--- src/rtl/fpu_ss_pkg.sv ---
// rtl/fpu_ss_pkg.sv - shared FPU subsystem types and constants
package fpu_ss_pkg;

    localparam int X_ID_WIDTH = 4;
    localparam int X_RFW      = 32;

    typedef struct packed {
        logic [4:0]            addr;
        logic                  rd_is_fp;
        logic [X_ID_WIDTH-1:0] id;
    } fpu_tag_t;

    typedef struct packed {
        logic [X_ID_WIDTH-1:0] id;
        logic [4:0]            rd;
        logic                  we;
    } mem_metadata_t;

    typedef struct packed {
        logic [X_ID_WIDTH-1:0] id;
        logic [X_RFW-1:0]      data;
        logic [4:0]            rd;
        logic                  we;
        logic [2:0]            ecswe;
        logic [5:0]            ecsdata;
        logic                  exc;
        logic [5:0]            exccode;
    } x_result_t;

    typedef enum logic {
        WbFpu = 1'b0,
        WbMem = 1'b1
    } wb_src_e;

    // Writing mstatus.FS = dirty through the extension-context channel
    localparam logic [2:0] FS_DIRTY_ECSWE   = 3'b010;
    localparam logic [5:0] FS_DIRTY_ECSDATA = 6'b001100;

endpackage

--- src/rtl/fpu_ss_rr_arb2.sv ---
// rtl/fpu_ss_rr_arb2.sv - two-requester round-robin arbiter
// req[0]/gnt[0] is the FPU, req[1]/gnt[1] the load path; rr_q=1 favours req[1].
module fpu_ss_rr_arb2 (
    input  logic       clk_i,
    input  logic       rst_ni,
    input  logic [1:0] req,
    input  logic       en,
    output logic [1:0] gnt
);

    logic rr_q;

    always_comb begin
        gnt = 2'b00;
        case (req)
            2'b01:   gnt = 2'b01;
            2'b10:   gnt = 2'b10;
            2'b11:   gnt = rr_q ? 2'b10 : 2'b01;
            default: gnt = 2'b00;
        endcase
    end

    // Priority only moves on an actual transfer, so a stalled grant keeps its turn
    always_ff @(posedge clk_i or negedge rst_ni) begin
        if (!rst_ni) begin
            rr_q <= 1'b0;
        end else if (en && (req != 2'b00)) begin
            rr_q <= gnt[0];
        end
    end

endmodule

--- src/rtl/fpu_ss_wb_arbiter.sv ---
// rtl/fpu_ss_wb_arbiter.sv - writeback arbiter for FPU results and loads
// Both producers share one registered result slot feeding CV-X-IF and the FP regfile.
module fpu_ss_wb_arbiter
    import fpu_ss_pkg::*;
#(
    parameter int         ID_WIDTH      = 4,
    parameter int         FLEN          = 32,
    parameter logic [5:0] LD_FAULT_CODE = 6'd5
) (
    input  logic            clk_i,
    input  logic            rst_ni,
    input  logic            fpu_out_valid_i,
    output logic            fpu_out_ready_o,
    input  logic [FLEN-1:0] fpu_result_i,
    input  logic [4:0]      fpu_status_i,
    input  fpu_tag_t        fpu_tag_i,
    input  logic            mem_valid_i,
    output logic            mem_ready_o,
    input  logic [FLEN-1:0] mem_rdata_i,
    input  logic            mem_err_i,
    input  mem_metadata_t   mem_meta_i,
    output logic            fpr_we_o,
    output logic [4:0]      fpr_waddr_o,
    output logic [FLEN-1:0] fpr_wdata_o,
    output logic            x_result_valid_o,
    input  logic            x_result_ready_i,
    output x_result_t       x_result_o,
    output logic [4:0]      fflags_o,
    input  logic            fflags_clr_i,
    output logic            busy_o
);

    logic                out_valid_q;
    x_result_t           result_q;
    logic                fpr_we_q;
    logic [4:0]          fpr_waddr_q;
    logic [FLEN-1:0]     fpr_wdata_q;
    logic [4:0]          fflags_q;

    logic                load_en;
    logic [1:0]          gnt;
    wb_src_e             src;
    logic                fpu_hs;
    logic                mem_hs;
    logic                any_hs;

    x_result_t           result_d;
    logic                fpr_we_d;
    logic [4:0]          waddr_d;
    logic [FLEN-1:0]     wdata_d;
    logic [ID_WIDTH-1:0] sel_id;

    // The slot can take a new entry when empty or when its current entry leaves this cycle
    assign load_en = !out_valid_q || x_result_ready_i;

    fpu_ss_rr_arb2 u_arb (
        .clk_i  (clk_i),
        .rst_ni (rst_ni),
        .req    ({mem_valid_i, fpu_out_valid_i}),
        .en     (load_en),
        .gnt    (gnt)
    );

    assign fpu_out_ready_o = gnt[0] & load_en;
    assign mem_ready_o     = gnt[1] & load_en;
    assign fpu_hs          = fpu_out_valid_i & fpu_out_ready_o;
    assign mem_hs          = mem_valid_i & mem_ready_o;
    assign any_hs          = fpu_hs | mem_hs;
    assign src             = gnt[1] ? WbMem : WbFpu;

    always_comb begin
        result_d = '0;
        fpr_we_d = 1'b0;
        waddr_d  = '0;
        wdata_d  = '0;
        sel_id   = '0;
        if (src == WbFpu) begin
            sel_id      = fpu_tag_i.id;
            result_d.rd = fpu_tag_i.addr;
            waddr_d     = fpu_tag_i.addr;
            wdata_d     = fpu_result_i;
            if (fpu_tag_i.rd_is_fp) begin
                fpr_we_d         = 1'b1;
                result_d.ecswe   = FS_DIRTY_ECSWE;
                result_d.ecsdata = FS_DIRTY_ECSDATA;
            end else begin
                result_d.we   = 1'b1;
                result_d.data = fpu_result_i;
            end
        end else begin
            sel_id      = mem_meta_i.id;
            result_d.rd = mem_meta_i.rd;
            waddr_d     = mem_meta_i.rd;
            wdata_d     = mem_rdata_i;
            if (mem_err_i) begin
                result_d.exc     = 1'b1;
                result_d.exccode = LD_FAULT_CODE;
            end else if (mem_meta_i.we) begin
                fpr_we_d         = 1'b1;
                result_d.ecswe   = FS_DIRTY_ECSWE;
                result_d.ecsdata = FS_DIRTY_ECSDATA;
            end
        end
        result_d.id = sel_id;
    end

    always_ff @(posedge clk_i or negedge rst_ni) begin
        if (!rst_ni) begin
            out_valid_q <= 1'b0;
            result_q    <= '0;
            fpr_we_q    <= 1'b0;
            fpr_waddr_q <= '0;
            fpr_wdata_q <= '0;
            fflags_q    <= '0;
        end else begin
            // Regfile write fires only on the load cycle; a stalled result never rewrites it
            fpr_we_q <= any_hs & fpr_we_d;
            if (any_hs) begin
                out_valid_q <= 1'b1;
                result_q    <= result_d;
                if (fpr_we_d) begin
                    fpr_waddr_q <= waddr_d;
                    fpr_wdata_q <= wdata_d;
                end
            end else if (x_result_ready_i) begin
                out_valid_q <= 1'b0;
            end
            if (fflags_clr_i) begin
                fflags_q <= fpu_hs ? fpu_status_i : 5'b00000;
            end else if (fpu_hs) begin
                fflags_q <= fflags_q | fpu_status_i;
            end
        end
    end

    assign fpr_we_o         = fpr_we_q;
    assign fpr_waddr_o      = fpr_waddr_q;
    assign fpr_wdata_o      = fpr_wdata_q;
    assign x_result_valid_o = out_valid_q;
    assign x_result_o       = result_q;
    assign fflags_o         = fflags_q;
    assign busy_o           = out_valid_q;

endmodule

--- config.mk ---
export PLATFORM = sky130hd
export DESIGN_NAME = fpu_ss_wb_arbiter
export DESIGN_NICKNAME = d
export VERILOG_FILES = /design/src/rtl/fpu_ss_pkg.sv /design/src/rtl/fpu_ss_rr_arb2.sv /design/src/rtl/fpu_ss_wb_arbiter.sv
export SDC_FILE = /design/constraint.sdc
export NUM_CORES = 1
export LEC_CHECK = 0
export CAP_MARGIN = 20
export CORE_ASPECT_RATIO = 0.7
export CORE_UTILIZATION = 40
export DETAILED_ROUTE_END_ITERATION = 10
export GPL_TIMING_DRIVEN = 0
export PLACE_DENSITY = 0.92
export SLEW_MARGIN = 20
export SYNTH_ARGS = -nofsm -noshare
export SYNTH_HDL_FRONTEND = slang
export SYNTH_SLANG_ARGS = --single-unit
--- constraint.sdc ---
create_clock -name clk_i -period 2.2 [get_ports clk_i]
set_input_delay 0.22 -clock clk_i [delete_from_list [all_inputs] [get_ports clk_i]]
set_output_delay 0.22 -clock clk_i [all_outputs]
set_load 0.02 [all_outputs]
==> summary.txt, run 1 <==
MaxCap Viol Count: 0
leading cell type in the layout, fill and taps excluded: clkdlybuf4s50_1
die width: 119 um
first-pass GRT wire length: 18100 um
core area: 9220 um2
DP HPWL: 8400 um
area leader, netlist: dfrtp_1
Sw Ratio: 0.295
worst r2r src: busy_o
count of cell types in the netlist: 25
WL/cell: 17.7 um
Buffers on Ports: 189
Switch Pwr: 1.71 mW
Synth Cell Area: 3860 um2
Req. time, crit path: 1.98 ns
# nets final: 597
Final Core Density: 0.683
run status: finished clean
Cells after DPL: 613
worst-margin pin slew: 0.676 ns
slowest CP cell: dfrtp_1
unrepaired setup endpoints after global routing: no
Peak VDD IR: 654 uV
Via Count: 3130
final worst-path cycle share: 0.888
routability cong.: 0.810
compound-gate portion of the synthesized area: 0.113
detailed-router iteration count before antenna repair: 4
leakage power: 2.76 nW
initial core utilization: 0.419
DRT Wirelength: 11100 um
Total GRT Usage: 0.235
Worst-path clk slew: 0.06 ns
Max Slew Vio Count: 0
Hold Fails Final Rpt: 0
DR DRC count: 0
internal power: 4.08 mW
CP max stage delay: 0.41 ns
endpoints failing setup: 0
Worst-Skew Late Latency: 0.33 ns
syn_area_per_cell: 13.3 um2
Slew headroom: 0.546
post-synth top area share: 0.577
largest net degree at the start of global routing: 52
Final Non-Filler Cells: 628
number of global-route vias before repair: 3452
hold_sp: fpu_out_valid_i
Root Driver: clkbuf_16
vias per cell: 4.98
layout cell share with drive strength beyond 1: 0.216
Routed Antenna Nets: 0
largest family of logic cells by synthesized area: multiplexers
Clock Power Share: 0.280
Layout area overhead: 63.2%
initial antenna violation count: 0
setup_tns: 0 ns
Worst setup startpoint: busy_o
most frequent cells in the layout: clkdlybuf4s50_1, dfrtp_1, mux2_2
post-route cell area: 6300 um2
crit path launch type: flop
Crit Path Max Fanout: 6
H-tree depth: 3
Seq/Total Area, Yosys: 0.577
YS warnings: 0
Die Y: 84.2 um
WP buf/inv: 2
Top Ports: 201
drt initial violations: 93
CP Data Arrival Time: 1.73 ns
# clock sinks: 89
Synth Area in XOR/XNOR: 0
HP Class: input pin to flop
synth top area cells: dfrtp_1, mux2_2, a22o_1
CTS tree: yes
mux contribution to synthesized area: 0.216
Post-Synth Simple-Gate Area: 0.0295
worst path cell trace: nand2b_1, nand3_1, inv_1, dlygate4sd2_1
adder-cell share of the synthesized area: 0
clock buffer depth: 2
flops & latches, synth: 89
Post-CTS Setup Inserts: 0
Setup crit end kind: primary output
Crit Path Category: flop to primary output
cell family with most CP delay: buffers and inverters
clock buffer count from CTS: 9
Gate power share: 0.347
maximum clock rate: 512 MHz
overflow left after global routing: 0
power per cell area: 920 nW/um2
Worst Clk Skew: 0.00420 ns
cell count after synthesis: 290
area of the die: 10000 um2
post-layout min period: 1.95 ns
n_diodes: 0
Area after DPL: 5960 um2
row count: 29
sequential share of power: 0.373
layout make-up:
type,instances,area [um2]
clock inverter,3,65.1
buffer,32,206
clock buffer,11,253
tap,124,155
inverter,11,41.3
multi-input combinational,167,1420
fill,663,2920
sequential,89,2230
timing repair buffer,191,1930
flip-flops by register name (all words and copies together) (netlist names):
name / count
busy_o: 1
x_result_o: 44
fpr_waddr_o: 5
fflags_o: 5
fpr_wdata_o: 32
fpr_we_o: 1
u_arb.rr_q: 1
what timing repair did:
| action | in CTS | in global routing |
|---|---|---|
| resized for setup | 2 | 1 |
| hold buffers | 1 | 0 |
| pin swaps | 0 | 0 |
| hold endpoints to repair | 38 | 0 |
| setup endpoints to repair | 2 | 1 |
cell families after synthesis:
family	after synthesis
DFF	89
muxes	75
AOI/OAI and AO/OA	54
buffers and inverters	43
and+or+nand+nor	28
other	1
cells in the mapped netlist:
cell / number
dfrtp_1: 89
mux2_2: 63
a22o_1: 33
buf_4: 15
nand2_1: 12
nor2_1: 12
buf_2: 10
inv_1: 10
o21ai_0: 9
mux2i_1: 8
clkbuf_1: 5
mux2_1: 4
o32ai_1: 4
a21o_1: 2
a21oi_1: 2
buf_6: 2
nor2b_1: 2
a211oi_2: 1
a31oi_1: 1
conb_1: 1
inv_2: 1
nand2b_1: 1
nand3_1: 1
o21ai_1: 1
o21ai_4: 1
stage by stage:
| stage | power (mW) | setup slack [ns] | hold slack [ns] |
|---|---|---|---|
| finish | 5.79 | 0.247 | 0.218 |
| floorplan | 3.12 | 0.474 | -0.0756 |
| CTS | 5.86 | 0.0101 | 0.202 |
| detailed placement | 4.20 | -0.0173 | 0.223 |
| global placement | 4.13 | -2.22 | 0.464 |
| global route | 6.06 | 0.117 | 0.232 |
final timing paths:
kind	end	slack, ns	depth (start not counted)
worst max-delay path	fpu_out_ready_o	0.25	4
worst min-delay path	busy_o	0.22	3
worst max register to register	fpr_wdata_o[30]	0.26	6
worst min register to register	fpr_waddr_o[3]	0.49	1
max in group asynchronous	fpr_wdata_o[31]	1.17	3
min in group asynchronous	x_result_o[25]	0.41	2
routing by layer:
layer  vias up  wire length [um]  global-route usage
li1       1422                 -                   -
met1      1538              4360               0.271
met2       147              5440               0.399
met3        23              1070              0.0924
met4         0               229              0.0852
met5         -                 0                   0
worst reg2reg max path, cell delays in order (launching register included):
cell and delay [ns]:
dfrtp_1 0.41, nor2b_1 0.15, clkbuf_1 0.19, a211oi_2 0.35, buf_6 0.23, buf_6 0.18, mux2_1 0.34
power by group through the flow:
stage / sequential, mW / clock (mW) / combinational [mW]
finish: 2.16 / 1.62 / 2.01
global placement: 2.17 / 0 / 1.97
CTS: 2.16 / 1.67 / 2.03
detailed placement: 2.19 / 0 / 2.02
global route: 2.21 / 1.73 / 2.12
floorplan: 2.58 / 0 / 0.540
Note: power is estimated with default switching activity, not from simulation.
==> run 2: changes to the inputs <==
==> constraint.sdc (replaced) <==
create_clock -name clk_i -period 2.1 [get_ports clk_i]
set_input_delay 0.21 -clock clk_i [delete_from_list [all_inputs] [get_ports clk_i]]
set_output_delay 0.21 -clock clk_i [all_outputs]
set_load 0.02 [all_outputs]
==> run 2 against run 1 <==
Compared with the run above: sequential share of layout area shrank 0.13 points; combinational power increased by 5%; final area grew 0.36%; core utilization up 0.24 points; clock skew about the same; non-clock buffer count rose by 3; worst hold slack lost 0.0092 ns; clock power up 5%.
==> summary.txt, run 2 (synthesis results as in run 1) <==
post-layout min period: 1.95 ns
Crit Path Category: flop to flop
initial core utilization: 0.419
Root Driver: clkbuf_16
final worst-path cycle share: 0.928
R2R setup slack: 0.15 ns
core area: 9220 um2
number of global-route vias before repair: 3455
first-pass GRT wire length: 18100 um
worst reg2reg path depth: 6
endpoints failing setup: 0
maximum clock rate: 513 MHz
crit path launch type: flop
H-tree depth: 3
Worst-Skew Late Latency: 0.33 ns
Worst Clk Skew: 0.00443 ns
Setup crit end kind: flop
vias per cell: 4.97
unrepaired setup endpoints after global routing: no
DRT Wirelength: 11100 um
worst-margin pin slew: 0.705 ns
Crit Path Max Fanout: 10
# nets final: 600
row count: 29
Top Ports: 201
DP HPWL: 8400 um
hold path cells: 3
initial antenna violation count: 0
CP Data Arrival Time: 2.16 ns
area of the die: 10000 um2
DR DRC count: 0
largest net degree at the start of global routing: 52
Hold Fails Final Rpt: 0
n_diodes: 0
# clock sinks: 89
overflow left after global routing: 0
clock buffer depth: 2
Layout area overhead: 63.7%
drt initial violations: 73
clock buffer count from CTS: 9
Slew headroom: 0.527
Final Non-Filler Cells: 631
MaxCap Viol Count: 0
leading cell type in the layout, fill and taps excluded: clkdlybuf4s50_1
run status: finished clean
most frequent cells in the layout: clkdlybuf4s50_1, dfrtp_1, mux2_2
die width: 119 um
Routed Antenna Nets: 0
Die Y: 84.2 um
Max Slew Vio Count: 0
Req. time, crit path: 2.32 ns
CTS tree: yes
Peak VDD IR: 686 uV
Total GRT Usage: 0.235
Largest register FFs: 44
routability cong.: 0.810
WL/cell: 17.6 um
Via Count: 3136
Cells after DPL: 613
power per cell area: 962 nW/um2
leakage power: 2.77 nW
HP Class: input pin to flop
Worst-path clk slew: 0.06 ns
detailed-router iteration count before antenna repair: 4
Overall Power: 6.08 mW
Buffers on Ports: 189
layout cell share with drive strength beyond 1: 0.221
==> run 2: cell types whose count changed in the layout (fill, tap and decap cells not counted), sizes merged <==
| cell | previous run | this run |
|---|---|---|
| buf | 29 | 32 |
==> run 2: repair_timing <==
item / CTS / global route
setup buffers: 0 / 3
setup endpoints to repair: 2 / 1
hold buffers: 1 / 0
gates resized for setup: 2 / 1
hold endpoints to repair: 38 / 0
pin swaps: 0 / 1
==> run 2: path summary, 6_finish.rpt <==
kind                            startpoint               to
min in group asynchronous           rst_ni   x_result_o[25]
max in group asynchronous           rst_ni  fpr_wdata_o[31]
max reg2reg                         busy_o  fpr_wdata_o[30]
min                        fpu_out_valid_i           busy_o
min reg2reg                 fpr_waddr_o[3]   fpr_waddr_o[3]
max                                 busy_o  fpr_wdata_o[30]
==> run 2: per-layer routing <==
| metal | global-route usage | up-vias | routed length, um |
|---|---|---|---|
| met1 | 0.271 | 1541 | 4400 |
| met5 | 0 | - | 0 |
| li1 | - | 1428 | - |
| met4 | 0.0852 | 0 | 231 |
| met3 | 0.0924 | 23 | 1060 |
| met2 | 0.399 | 144 | 5430 |
==> run 2: stage by stage <==
stage / hold slack, ns / utilization / setup WS, ns / area (um2) / TNS, ns
global placement: 0.464 / 0.644 / -2.31 / 5940 / -207.08
detailed placement: 0.213 / 0.647 / -0.107 / 5960 / -2.44
finish: 0.209 / 0.686 / 0.151 / 6320 / 0
global route: 0.222 / 0.686 / 0.0273 / 6320 / 0
CTS: 0.192 / 0.683 / -0.0799 / 6290 / -0.0799
floorplan: -0.0856 / - / 0.374 / 3890 / 0
==> run 2: final cells by class <==
cell class / instances / area [um2]
Tap cell: 124 / 155
Clock inverter: 3 / 65.1
Multi-Input combinational cell: 167 / 1420
Clock buffer: 11 / 253
Sequential cell: 89 / 2230
Timing Repair Buffer: 194 / 1950
Buffer: 32 / 206
Fill cell: 662 / 2900
Inverter: 11 / 41.3
==> run 2: critical path, cell delays in order, from the launching register on <==
cell and delay [ns]:
dfrtp_1 0.41, nor2b_1 0.15, clkbuf_1 0.19, a211oi_2 0.35, buf_6 0.23, buf_6 0.18
mux2_1 0.34
==> run 2: report_power, final <==
| part | switching [mW] | leakage (nW) | internal [mW] |
|---|---|---|---|
| Clock | 0.612 | 0.157 | 1.09 |
| Sequential | 0.200 | 1.11 | 2.06 |
| Combinational | 0.981 | 1.50 | 1.13 |
